## config.mk

```make
export PLATFORM = sky130hd
export DESIGN_NAME = rr_arb_mux_8
export DESIGN_NICKNAME = d
export VERILOG_FILES = /design/src/rtl/rr_arb_mux_8_pkg.sv /design/src/rtl/mux8_bin.sv /design/src/rtl/rr_pick_8.sv /design/src/rtl/rr_arb_mux_8.sv
export SDC_FILE = /design/constraint.sdc
export NUM_CORES = 1
export LEC_CHECK = 0
export CAP_MARGIN = 20
export CELL_PAD_IN_SITES_DETAIL_PLACEMENT = 0
export CELL_PAD_IN_SITES_GLOBAL_PLACEMENT = 1
export CORE_UTILIZATION = 30
export DETAILED_ROUTE_END_ITERATION = 8
export PLACE_DENSITY = 0.67
export REMOVE_ABC_BUFFERS = 1
export SLEW_MARGIN = 20
export SYNTH_ARGS = -nofsm -noshare
export SYNTH_HDL_FRONTEND = slang
export SYNTH_HIERARCHICAL = 1
export SYNTH_SLANG_ARGS = --single-unit
```

## constraint.sdc

```tcl
create_clock -name clk -period 5.9 [get_ports clk]
set_clock_uncertainty 0.15 [all_clocks]
set_input_delay 0.59 -clock clk [delete_from_list [all_inputs] [get_ports clk]]
set_output_delay 0.59 -clock clk [all_outputs]
set_load 0.01 [all_outputs]
```

## src/rtl/rr_arb_mux_8_pkg.sv

```systemverilog
// Shared definitions for the 8-way round-robin arbiter/mux slice:
// state encoding and requester/select sizing.
package rr_arb_mux_8_pkg;

    localparam int N_REQ = 8;
    localparam int SEL_W = 3;

    typedef enum logic {
        IDLE  = 1'b0,
        GRANT = 1'b1
    } state_t;

endpackage

```

## src/rtl/mux8_bin.sv

```systemverilog
// Generic 8:1 mux with a 3-bit binary select; lane i is i_din[i*K +: K].
module mux8_bin #(
    parameter int K = 1
) (
    input  logic [8*K-1:0] i_din,
    input  logic [2:0]     i_sel,
    output logic [K-1:0]   o_dout
);

    assign o_dout = i_din[i_sel*K +: K];

endmodule

```

## src/rtl/rr_pick_8.sv

```systemverilog
// Combinational rotate-priority picker: returns the first requester at or
// after ptr (mod 8), plus a flag telling whether anyone is requesting.
module rr_pick_8
    import rr_arb_mux_8_pkg::*;
(
    input  logic [N_REQ-1:0] req,
    input  logic [SEL_W-1:0] ptr,
    output logic             any,
    output logic [SEL_W-1:0] win
);

    // Walk from the furthest offset back toward ptr so the nearest hit wins.
    always_comb begin
        // NOTE: every combinational output gets a default first, so no path leaves it unassigned (no latch).
        any = |req;
        win = ptr;
        for (int k = N_REQ - 1; k >= 0; k--) begin
            if (req[ptr + SEL_W'(k)]) begin
                win = ptr + SEL_W'(k);
            end
        end
    end

endmodule

```

## src/rtl/rr_arb_mux_8.sv

```systemverilog
// Round-robin arbiter sharing one K-bit ready/valid channel among 8 producers;
// each grant lasts up to MAX_HOLD accepted beats, with one idle cycle between tenures.
module rr_arb_mux_8
    import rr_arb_mux_8_pkg::*;
#(
    parameter int K        = 1,
    parameter int MAX_HOLD = 4
) (
    input  logic             clk,
    input  logic             rst_n,
    input  logic [N_REQ-1:0] req,
    input  logic [8*K-1:0]   din,
    input  logic             ready,
    output logic [N_REQ-1:0] gnt,
    output logic [SEL_W-1:0] sb,
    output logic             valid,
    output logic [K-1:0]     out,
    output logic [3:0]       beat
);

    localparam logic [3:0] LAST_BEAT = 4'(MAX_HOLD - 1);

    state_t             r_state, w_state_nxt;
    logic [N_REQ-1:0]   r_gnt,   w_gnt_nxt;
    logic [SEL_W-1:0]   r_sb,    w_sb_nxt;
    logic [SEL_W-1:0]   r_ptr,   w_ptr_nxt;
    logic [3:0]         r_beat,  w_beat_nxt;

    logic               w_any;
    logic [SEL_W-1:0]   w_win;
    logic [K-1:0]       w_mux;
    logic               w_valid;
    logic               w_xfer;
    logic               w_release;

    rr_pick_8 u_pick (
        .req (req),
        .ptr (r_ptr),
        .any (w_any),
        .win (w_win)
    );

    mux8_bin #(.K(K)) u_mux (
        .i_din  (din),
        .i_sel  (r_sb),
        .o_dout (w_mux)
    );

    // A withdrawn request ends the tenure without a transfer in that cycle.
    assign w_valid   = (r_state == GRANT) && req[r_sb];
    assign w_xfer    = w_valid && ready;
    assign w_release = (r_state == GRANT) &&
                       (!req[r_sb] || (w_xfer && (r_beat == LAST_BEAT)));

    always_comb begin
        w_state_nxt = r_state;
        w_gnt_nxt   = r_gnt;
        w_sb_nxt    = r_sb;
        w_ptr_nxt   = r_ptr;
        w_beat_nxt  = r_beat;
        case (r_state)
            IDLE: begin
                if (w_any) begin
                    w_state_nxt = GRANT;
                    w_sb_nxt    = w_win;
                    w_gnt_nxt   = N_REQ'(1) << w_win;
                    w_beat_nxt  = 4'd0;
                end
            end
            GRANT: begin
                if (w_release) begin
                    w_state_nxt = IDLE;
                    w_gnt_nxt   = '0;
                    w_beat_nxt  = 4'd0;
                    w_ptr_nxt   = r_sb + SEL_W'(1);
                end else if (w_xfer) begin
                    w_beat_nxt  = r_beat + 4'd1;
                end
            end
            default: begin
                w_state_nxt = IDLE;
                w_gnt_nxt   = '0;
            end
        endcase
    end

    always_ff @(posedge clk or negedge rst_n) begin
        if (!rst_n) begin
            r_state <= IDLE;
            r_gnt   <= '0;
            r_sb    <= '0;
            r_ptr   <= '0;
            r_beat  <= 4'd0;
        end else begin
            // NOTE: state registers use non-blocking assignment so every flop samples pre-edge values.
            r_state <= w_state_nxt;
            r_gnt   <= w_gnt_nxt;
            r_sb    <= w_sb_nxt;
            r_ptr   <= w_ptr_nxt;
            r_beat  <= w_beat_nxt;
        end
    end

    assign gnt   = r_gnt;
    assign sb    = r_sb;
    assign beat  = r_beat;
    assign valid = w_valid;
    assign out   = w_valid ? w_mux : '0;

endmodule
```

==> run metrics <==
input/output buffers 35; RSZ-0062 raised after global routing false; sequential area share after synthesis 23.72%; die width approximately 84 µm; post-synthesis cell type count 54; final setup fails 0; final core utilization a little under two fifths; Total Power 1.560 mW; status finished, final reports clean; min-delay worst type reg -> reg; Layout Nets between 200 and 300; fmax 0.2454 GHz; WHS Path Cells 2; Synth-to-Final Area Change 21.54%; Mapped Cells about 200; CTS tree yes; Max-cap violations 0; Warnings, synthesis 6; leakage slightly below 1 nW; Starting DRT DRC Count 73; Post-CTS Hold Fix Bufs 0; FF+latch count, synth 19; Clock power frac 5.9%; total grt overflow 0; crit-path max FO 21; global routing usage on met1 18.94%; Initial Util 31.39%; Worst Setup End Kind flop; minimum clock period between 4 and 5 ns; area leader, netlist dfrtp_1; GR Util All Layers 13.63%; FP Rows 29; CTS buffer count 3; peak supply drop 0.0002715 V; Sequential Power Share ~18%; NetSw 0.7541 mW; PwrDens 640.4 nW/µm²; Worst-Margin Slew approximately 0.95 ns; Final Hold Fails 0; H-tree depth 1; ranking of synthesized cells by area dfrtp_1, mux4_2, mux2i_1; data arrival time of the worst path 4.10 ns; ANT cells 0; fraction of power consumed by combinational cells 75.8%; CP startpoint kind flop; initial antenna violation count 0; met2 usage between 20% and 30%; Routed Antenna Nets 0; Final Max Slew Viols 0; largest net degree at the start of global routing 23; vias between 1500 and 2000; Reg2Reg Depth 10; routability cong. approximately 0.81; dpl hpwl around 3400 µm; Core ar. between 6000 and 7000 µm²; setup TNS 0 ns; fill count ~660; met3 Usage GRT 1.187%; Syn Std Cell Area around 2000 µm²; first-pass GRT wire length 7976 µm; Root Driver clkbuf_8; slew margin rel. 35.53%; gr busiest metal met2; Die Area about 7000 µm²; synthesized area per cell 10.07 µm²; CTS Sinks 19; r2r startpoint r_ptr[0]; Int Power 0.8059 mW; Worst Setup Path Type reg -> reg; Final Cycle Share roughly 69%; I/O pin cnt 36; CTS max path bufs 2; Residual DRC 0; PostCTS Resize Cnt 0; Post-Route WL 4667 µm; reg-to-reg endpoint gnt[0]; vias in the first global route 1692; Worst Min Path Start gnt[7]; Switching Share between 40 and 50%; DIE HEIGHT 83.74 µm; Hold Path End gnt[7]; post-CTS setup buffers 0; Worst Path Required 5.92 ns; CTS clk-pin slew, worst paths 0.07 ns; layout cell share with drive strength beyond 1 between 10% and 20%; Synth top area share between 20% and 30%; drt first pass iters 4; DR vias/cell approximately 5.6; worst skew pair latency about 0.25 ns; drt wl/cell about 15 µm; reg2reg setup slack 1.82 ns
==> metal layers <==
layer,part of all wire (%),wire length [µm]
met2,50,2314
met1,46,2165
met3,3.8,178
met5,0,0
met4,0.17,8
==> cell families after synthesis <==
family	synth area share (%)
XOR/XNOR	2.123
buffers and inverters	4.931
multiplexers	30.27
AO/OA/AOI/OAI	19.10
AND/OR/NAND/NOR	17.35
flip-flops	23.72
adder cells (fa/ha/maj)	2.497
==> layout by cell type, fill, tap and decap left out, types with 4 or more instances in the layout <==
cell type	synthesis	final
mux4_2	8	8
nor2_1	12	12
ha_1	4	4
o22ai_1	12	12
nor2b_1	5	5
nor3_1	4	4
mux4_1	4	4
nand2_1	25	25
mux2i_1	13	13
clkdlybuf4s50_1	0	35
inv_1	8	8
a21oi_1	8	8
mux2_2	9	9
dfrtp_1	19	19
==> power groups by stage <==
stage / registers, mW / clock network [mW] / logic [mW]
after floorplan: 0.291 / 0 / 0.900
after global placement: 0.291 / 0 / 1.19
after detailed placement: 0.292 / 0 / 1.18
after CTS: 0.289 / 0.0927 / 1.18
after global routing: 0.303 / 0.0976 / 1.29
final: 0.287 / 0.0917 / 1.18
==> cell type report <==
class	instances	area, µm²	area share (%)
flip-flops and latches	19	475.5	19.52
repair buffers	36	357.8	14.69
clock buffers	3	41.29	1.695
clock inverters	1	5.005	0.2054
well taps	77	96.34	3.955
inverters	8	30.03	1.233
multi-input cells	161	1430	58.71
==> cell usage after synthesis, drive strengths merged <==
| library cell | number |
|---|---|
| mux2 | 12 |
| xnor2 | 2 |
| a21boi | 1 |
| nor3 | 5 |
| xor2 | 2 |
| nor3b | 3 |
| a211o | 1 |
| dfrtp | 19 |
| nor2 | 12 |
| a2bb2oi | 1 |
| o211ai | 2 |
| nor4b | 1 |
| nand2b | 1 |
| a21oi | 8 |
| o22ai | 12 |
| a21o | 2 |
| a31oi | 2 |
| ha | 4 |
| and3b | 1 |
| a221oi | 2 |
| a32oi | 1 |
| and2b | 1 |
| and2 | 2 |
| nand3 | 2 |
| buf | 5 |
| mux2i | 15 |
| nand4 | 3 |
| nand2 | 26 |
| o21ai | 4 |
| nor2b | 5 |
| mux4 | 12 |
| nor4 | 3 |
| a211oi | 2 |
| clkbuf | 6 |
| a2111oi | 1 |
| inv | 8 |
| a22o | 3 |
| o311ai | 1 |
| nand3b | 1 |
| a22oi | 4 |
| o221ai | 1 |
==> flip-flops by register name (all words and copies together), names as in the netlist <==
| name | cells |
|---|---|
| beat | 4 |
| gnt | 8 |
| r_ptr | 3 |
| r_state | 1 |
| sb | 3 |
==> how the worst max path moves through the flow <==
stage          slack (ns)  endpoint  startpoint
2_1_floorplan        2.37    gnt[3]    r_ptr[0]
3_3_place_gp         1.83    gnt[3]    r_ptr[0]
3_5_place_dp         1.84    gnt[0]    r_ptr[0]
4_1_cts              1.82    gnt[0]    r_ptr[0]
5_1_grt              1.47    gnt[6]    r_ptr[0]
6_report             1.82    gnt[0]    r_ptr[0]
==> per-stage QoR <==
stage | cell area (µm²) | cells | setup slack (ns) | hold slack [ns]
floorplan | 1936 | 188 | 2.367 | 0.1444
global placement | 2390 | 301 | 1.831 | 0.4075
detailed placement | 2390 | 301 | 1.835 | 0.4025
CTS | 2436 | 305 | 1.819 | 0.4224
global route | 2436 | 305 | 1.473 | 0.4507
finish | 2436 | 305 | 1.825 | 0.4180
==> critical path: stages, from the launching register on <==
cell       delay, ns
dfrtp_1         0.91
inv_1           0.21
ha_1            0.51
mux4_2          0.41
mux2i_1         0.40
nor3b_1         0.14
a2111oi_4       0.31
o311ai_1        0.33
nor4_1          0.40
a21oi_1         0.07
o22ai_1         0.16
Power figures use the tool's default switching activity.
